--- config.mk ---
export PLATFORM = sky130hd
export DESIGN_NAME = apb_requester
export DESIGN_NICKNAME = d
export VERILOG_FILES = /design/src/rtl/apb_requester.sv
export SDC_FILE = /design/constraint.sdc
export NUM_CORES = 1
export LEC_CHECK = 0
export CORE_MARGIN = 1.5
export CORE_UTILIZATION = 36
export DETAILED_ROUTE_END_ITERATION = 7
export GPL_TIMING_DRIVEN = 1
export PLACE_DENSITY_LB_ADDON = 0.1
export SETUP_SLACK_MARGIN = 0.5
export SLEW_MARGIN = 20
export SYNTH_ARGS = -nofsm -noshare
export SYNTH_HDL_FRONTEND = slang
export SYNTH_SLANG_ARGS = --single-unit
export TNS_END_PERCENT = 30
--- constraint.sdc ---
create_clock -name clk -period 1.8 [get_ports clk]
set_input_delay 0.18 -clock clk [delete_from_list [all_inputs] [get_ports clk]]
set_output_delay 0.18 -clock clk [all_outputs]
set_load 0.005 [all_outputs]
--- src/rtl/apb_requester.sv ---
// APB4 requester: turns one valid/ready command into a single APB transfer and
// returns the completion on a valid/ready response channel, with a PREADY timeout.
module apb_requester #(
  parameter int REGWIDTH       = 32,
  parameter int G_ADDR_WIDTH   = 4,
  parameter int TIMEOUT_CYCLES = 16
) (
  input  logic                    clk,
  input  logic                    rst,
  input  logic                    req_valid,
  output logic                    req_ready,
  input  logic                    req_write,
  input  logic [G_ADDR_WIDTH-1:0] req_addr,
  input  logic [REGWIDTH-1:0]     req_wdata,
  input  logic [REGWIDTH/8-1:0]   req_strb,
  input  logic [2:0]              req_prot,
  output logic                    rsp_valid,
  input  logic                    rsp_ready,
  output logic [REGWIDTH-1:0]     rsp_rdata,
  output logic                    rsp_err,
  output logic                    rsp_timeout,
  output logic                    m_apb_psel,
  output logic                    m_apb_penable,
  output logic                    m_apb_pwrite,
  output logic [2:0]              m_apb_pprot,
  output logic [G_ADDR_WIDTH-1:0] m_apb_paddr,
  output logic [REGWIDTH-1:0]     m_apb_pwdata,
  output logic [REGWIDTH/8-1:0]   m_apb_pstrb,
  input  logic                    m_apb_pready,
  input  logic                    m_apb_pslverr,
  input  logic [REGWIDTH-1:0]     m_apb_prdata
);

  // state  | meaning
  // IDLE   | waiting for a command; req_ready high
  // SETUP  | APB setup phase (psel=1, penable=0), one cycle
  // ACCESS | APB access phase, waiting for pready or the timeout
  // RESP   | response held on rsp_* until rsp_ready

  localparam bit TIMEOUT_EN = (TIMEOUT_CYCLES > 0);
  localparam int CW         = TIMEOUT_EN ? $clog2(TIMEOUT_CYCLES + 1) : 1;
  localparam int LIMIT      = TIMEOUT_EN ? TIMEOUT_CYCLES - 1 : 0;

  typedef enum logic [1:0] {IDLE, SETUP, ACCESS, RESP} state_t;

  state_t        state;
  logic [CW-1:0] wait_cnt;
  logic          limit_hit;

  assign req_ready = (state == IDLE) && !rst;
  assign limit_hit = TIMEOUT_EN && (wait_cnt == CW'(LIMIT));

  always_ff @(posedge clk) begin
    if (rst) begin
      state         <= IDLE;
      wait_cnt      <= '0;
      m_apb_psel    <= 1'b0;
      m_apb_penable <= 1'b0;
      m_apb_pwrite  <= 1'b0;
      m_apb_pprot   <= '0;
      m_apb_paddr   <= '0;
      m_apb_pwdata  <= '0;
      m_apb_pstrb   <= '0;
      rsp_valid     <= 1'b0;
      rsp_rdata     <= '0;
      rsp_err       <= 1'b0;
      rsp_timeout   <= 1'b0;
    end else begin
      case (state)
        IDLE: begin
          if (req_valid) begin
            m_apb_psel    <= 1'b1;
            m_apb_penable <= 1'b0;
            m_apb_pwrite  <= req_write;
            m_apb_pprot   <= req_prot;
            m_apb_paddr   <= req_addr;
            m_apb_pwdata  <= req_wdata;
            m_apb_pstrb   <= req_write ? req_strb : '0;
            state         <= SETUP;
          end
        end
        SETUP: begin
          m_apb_penable <= 1'b1;
          wait_cnt      <= '0;
          state         <= ACCESS;
        end
        ACCESS: begin
          // pready has priority over a timeout landing on the same edge
          if (m_apb_pready) begin
            m_apb_psel    <= 1'b0;
            m_apb_penable <= 1'b0;
            m_apb_pstrb   <= '0;
            rsp_valid     <= 1'b1;
            rsp_rdata     <= m_apb_pwrite ? '0 : m_apb_prdata;
            rsp_err       <= m_apb_pslverr;
            rsp_timeout   <= 1'b0;
            state         <= RESP;
          end else if (limit_hit) begin
            m_apb_psel    <= 1'b0;
            m_apb_penable <= 1'b0;
            m_apb_pstrb   <= '0;
            rsp_valid     <= 1'b1;
            rsp_rdata     <= '0;
            rsp_err       <= 1'b1;
            rsp_timeout   <= 1'b1;
            state         <= RESP;
          end else if (TIMEOUT_EN) begin
            wait_cnt <= wait_cnt + CW'(1);
          end
        end
        RESP: begin
          if (rsp_ready) begin
            rsp_valid <= 1'b0;
            state     <= IDLE;
          end
        end
        default: state <= IDLE;
      endcase
    end
  end

endmodule

# Word level (Yosys, flattened, before mapping)
# Cells that the tools add are included.
# totals
inputBits	82
output_inout_bits	82
word_cells	66
register_bits	88
# classes
n_reduce_logical	15
eq_ne	9
n_mux	28
n_addsub	1
# ops
cell	count
32-bit 2-to-1 mux	3
4-bit 2-to-1 mux	4
3-bit AND reduction	5
5-bit 2-to-1 mux	2
5-bit case mux with 2 select lines	1
1-bit 2-to-1 mux	9
2-bit 2-to-1 mux	4
2-bit inequality test, second input constant	4
2-bit case mux with 4 select lines	1
4-bit case mux with 2 select lines	1
2-bit nonzero test	4
5-bit by 1-bit adder with 5-bit output, second input constant	1
5-bit by 4-bit == test with 1-bit output, second input constant	1
2-bit == test, second input constant	2
1-bit case mux with 2 select lines	2
2-bit AND reduction	2
3-bit inequality test, second input constant	1
1-bit case mux with 3 select lines	1
3-bit nonzero test	1
2-bit by 1-bit == test with 1-bit output, second input constant	1
2-bit zero test	1
1-bit logical AND	1
1-bit zero test	1

# Logic depth before layout (Yosys ltp)
# logic_depth
word_depth	4
ltp_mapped	7
depth_no_buf	6

# Worst setup path after synthesis
# OpenSTA, ideal clock, no wires.
# synth_path
kind	reg-to-reg
from	register wait_cnt[0]
to	register wait_cnt[3]
synth_period_minus_slack_ns	1.828
arrival_time_ns	1.758
slack_ns	-0.028
setup_time_ns	0.070
required_ns	1.730
stages_incl_launch_ff	7
n_path_buf	0
path_cell_list	dfxtp_1 > ha_1 > and3_1 > ha_1 > or3b_1 > or3_1 > a21oi_1
# synth_between
elab_chain_cells	4
word_cells_on_any_way	7
classes_between	1 x add/sub; 2 x eq/ne; 3 x mux; 1 x reduce/logical
# synth_lines
element	line	source
start, declared	47	logic [CW-1:0] wait_cnt;
start signal, assigned	108	wait_cnt <= wait_cnt + CW'(1);
5-bit by 1-bit adder with 5-bit output	108	
5-bit 2-to-1 mux	98	end else if (limit_hit) begin
5-bit 2-to-1 mux	89	if (m_apb_pready) begin
5-bit case mux with 2 select lines	69	case (state)
# Several ways; a longest one is shown, not always the timed one. The select of a mux whose other input is x is not followed.
# A chain may end at the register's enable or synchronous reset.

# Worst setup path in the final report
# layout_path
from	register wait_cnt[0]
to	register m_apb_pstrb[3]
# layout_between
elab_chain_cells	3
# layout_lines
element	line	source
5-bit by 4-bit == test with 1-bit output	51	assign limit_hit = TIMEOUT_EN && (wait_cnt == CW'(LIMIT));
3-bit inequality test (no source line)	n/a	
3-bit AND reduction (no source line)	n/a	
end signal, assigned	78	m_apb_pstrb <= req_write ? req_strb : '0;
end, declared	28	output logic [REGWIDTH/8-1:0] m_apb_pstrb,
# Every way passes these cells.

==> flow_summary.yaml <==
synth:
  syn-num-nets: 454
  postSynthAreaPerCell_sq_um: 8.75
  netlist_top_cells_area: "dfxtp_1 55%, nand2_1 9.8%, a22oi_1 7.5%, a21oi_1 7.0%, nor2_1 4.2%"
  netlist_area_sq_um: 3200
  seq_area_frac_synth_pct: 55.0
  ys_async_sr_fraction_pct: 0
  synthCells: 366
  yosys_warnings: 0
  synth_top_area_cell: "dfxtp_1"
  synth_flop_cell: "dfxtp_1"
  ys_ff_latch: 88
  synth.most_common_cell: "dfxtp_1"
  yosysUniqueCellTypes: 36
  synth_common_cells: "88 x dfxtp_1, 84 x nand2_1, 45 x a21oi_1, 36 x nor2_1, 32 x a22oi_1"
  synth_edf_count: 0
  synth_top_area_share_pct: 55.0
global_route:
  grt_pass1_vias: 3239
  antenna_found_initial: 0
  grt_max_degree: 45
  grt_pass1_wl_mm: 15.5
  overflow: 0
  grtUsageTotal_pct: 20.3
sta:
  min_period_ps: 1740
  timing.final.ws_setup_ps: 56.4
  slew_viol_final: 0
  worst_slew_pin_slew_ps: 475
  fin_crit_sh_pct: 96.9
  clock_skew_ps: 10.1
  fmax_mhz: 574
  slew_headroom_pct: 68.3
  setup_violations: 0
  hold_viol: 0
  rsz0062_at_grt: "yes"
cells_and_area:
  final-seq-area_sq_um: 1770
  nNetsFinal: 625
  diodes: 0
  fill_cells: 752
  syn_to_final_growth_pct: 72.3
  multi_input_area_sq_um: 1430
  drive_gt1_share_pct: 13.1
  fin_cells: 650
setup_path:
  slowest_delay_ps: 370
  path_max_fanout: 5
  path_delay_family: "compound AO/OA/AOI/OAI gates"
  critPathKind: "register to register"
  worst_ep_required_time_ps: 2040
  crit_buf_inv: 1
  crit_arrival_ps: 1980
  slowest_stage: "dfxtp_4"
  end_kind: "register"
  crit_top_cell: "ha_4"
  worstPathCellList: "ha_4 > and3_4 > ha_4 > nor3b_2 > buf_4 > o31a_1 > a22o_1"
  startpoint_type: "register"
clocking:
  clock-sinks: 88
  cts-htree-levels: 3
  cts_root_buf: "clkbuf_8"
  clk_latency_ps: 350
  cts_buffers: 9
  clkTransAtPathRegs_ps: 90
  cts_buffer_depth: 2
  tritoncts: "yes"
  postCtsHoldBufs: 0
place:
  gp_congestion: 0.757
  dp_hpwl_mm: 6.09
  pre_cts_ws_ps: -2.68
  place_inst: 622
  port_buffers: 163
detailed_routing:
  dr.pass1.iters: 4
  ant_nets: 0
  dr_wl_met2_mm: 4.56
  wl_mm: 9.58
  met1_length_mm: 4.07
  wl_met3_microns: 677
  drt-initial-drc-count: 113
  vias: 3193
  drc: 0
  avgRoutedWirePerCell_microns: 14.7
  routed_via_density: 4.91
  top_layer: "met4"
die:
  core_sq_um: 8680
  row_count: 34
  io_pins: 164
  die_w_microns: 97.3
  die_area_sq_um: 9470
  chipHeight_microns: 97.3
  initial_utilization_pct: 36.9
run_status:
  status: "complete, no violations"
pwr:
  ir_drop_v: 0.000576
  cellPowerDensity_nw_per_um2: 1130
  p_total_mw: 6.25
  leakagePower_nw: 2.05
min_path:
  hp-class: "input port to register"
job:
  max_cap_viol_count: 0
==> cell type report <==
type                       instances  share of cell area [%]
timing repair buffer             187                    35.0
sequential                        88                    32.1
multi-input combinational        244                    25.9
clock buffer                      11                    2.56
tap                              108                    2.45
clock inverter                     5                    1.45
inverter                           7                   0.476
==> timing repair <==
item,CTS,global route
buffers inserted,6,2
resized for setup,14,29
setup endpoints to repair,169,170
pin swaps,9,6
gates cloned,2,2
==> cell usage in the layout, fill, tap and decap left out, types with 3 or more instances in the layout <==
| cell | count |
|---|---|
| a21oi_1 | 42 |
| a21oi_2 | 3 |
| a22o_1 | 4 |
| a22oi_1 | 25 |
| a22oi_2 | 7 |
| buf_12 | 3 |
| buf_4 | 13 |
| buf_8 | 3 |
| clkbuf_8 | 10 |
| clkdlybuf4s50_1 | 161 |
| dfxtp_1 | 84 |
| ha_1 | 3 |
| ha_4 | 3 |
| inv_1 | 5 |
| nand2_1 | 83 |
| nor2_1 | 36 |
==> kinds of logic after synthesis <==
group	after synthesis	share of synthesized area, %
multiplexers	1	0.313
flip-flops	88	55.0
AND/OR/NAND/NOR	139	18.1
AO/OA/AOI/OAI	98	19.7
buffers and inverters	34	4.57
adder cells (fa/ha/maj)	6	2.34
==> routing by layer <==
metal / GRT usage, % / up-vias
li1: - / 1591
met1: 24.0 / 1483
met2: 33.1 / 98
met3: 6.76 / 21
met4: 10.3 / 0
met5: 0 / -
==> registers in the layout (all words and copies together) (netlist names) <==
register,cells
m_apb_pwdata,32
rsp_rdata,32
wait_cnt,5
m_apb_paddr,4
m_apb_pstrb,4
m_apb_pprot,3
state,2
m_apb_penable,1
m_apb_psel,1
m_apb_pwrite,1
rsp_err,1
rsp_timeout,1
rsp_valid,1
==> per-stage QoR <==
step                      util (%)  area (sq um)  hold WS [ps]  setup TNS (ps)
final                         63.6          5520           231               0
after global routing          63.6          5520           220               0
after CTS                     61.9          5370           212               0
after detailed placement      57.6          4990           448           -2.68
after global placement        57.6          4990           435               0
after floorplan                  -          3230           313               0
==> worst paths after layout <==
check / to / slack [ps] / cells after the start / start
min: rsp_rdata[25] / 230 / 2 / rst
max: m_apb_pstrb[3] / 60 / 7 / wait_cnt[0]
max reg2reg: m_apb_pstrb[3] / 60 / 7 / wait_cnt[0]
min reg2reg: m_apb_pprot[2] / 460 / 2 / m_apb_pprot[2]
==> power breakdown <==
part           internal, mW  switching (mW)
clock                 0.818           0.690
sequential             2.25           0.161
combinational          1.31            1.02
Power figures use the tool's default switching activity.
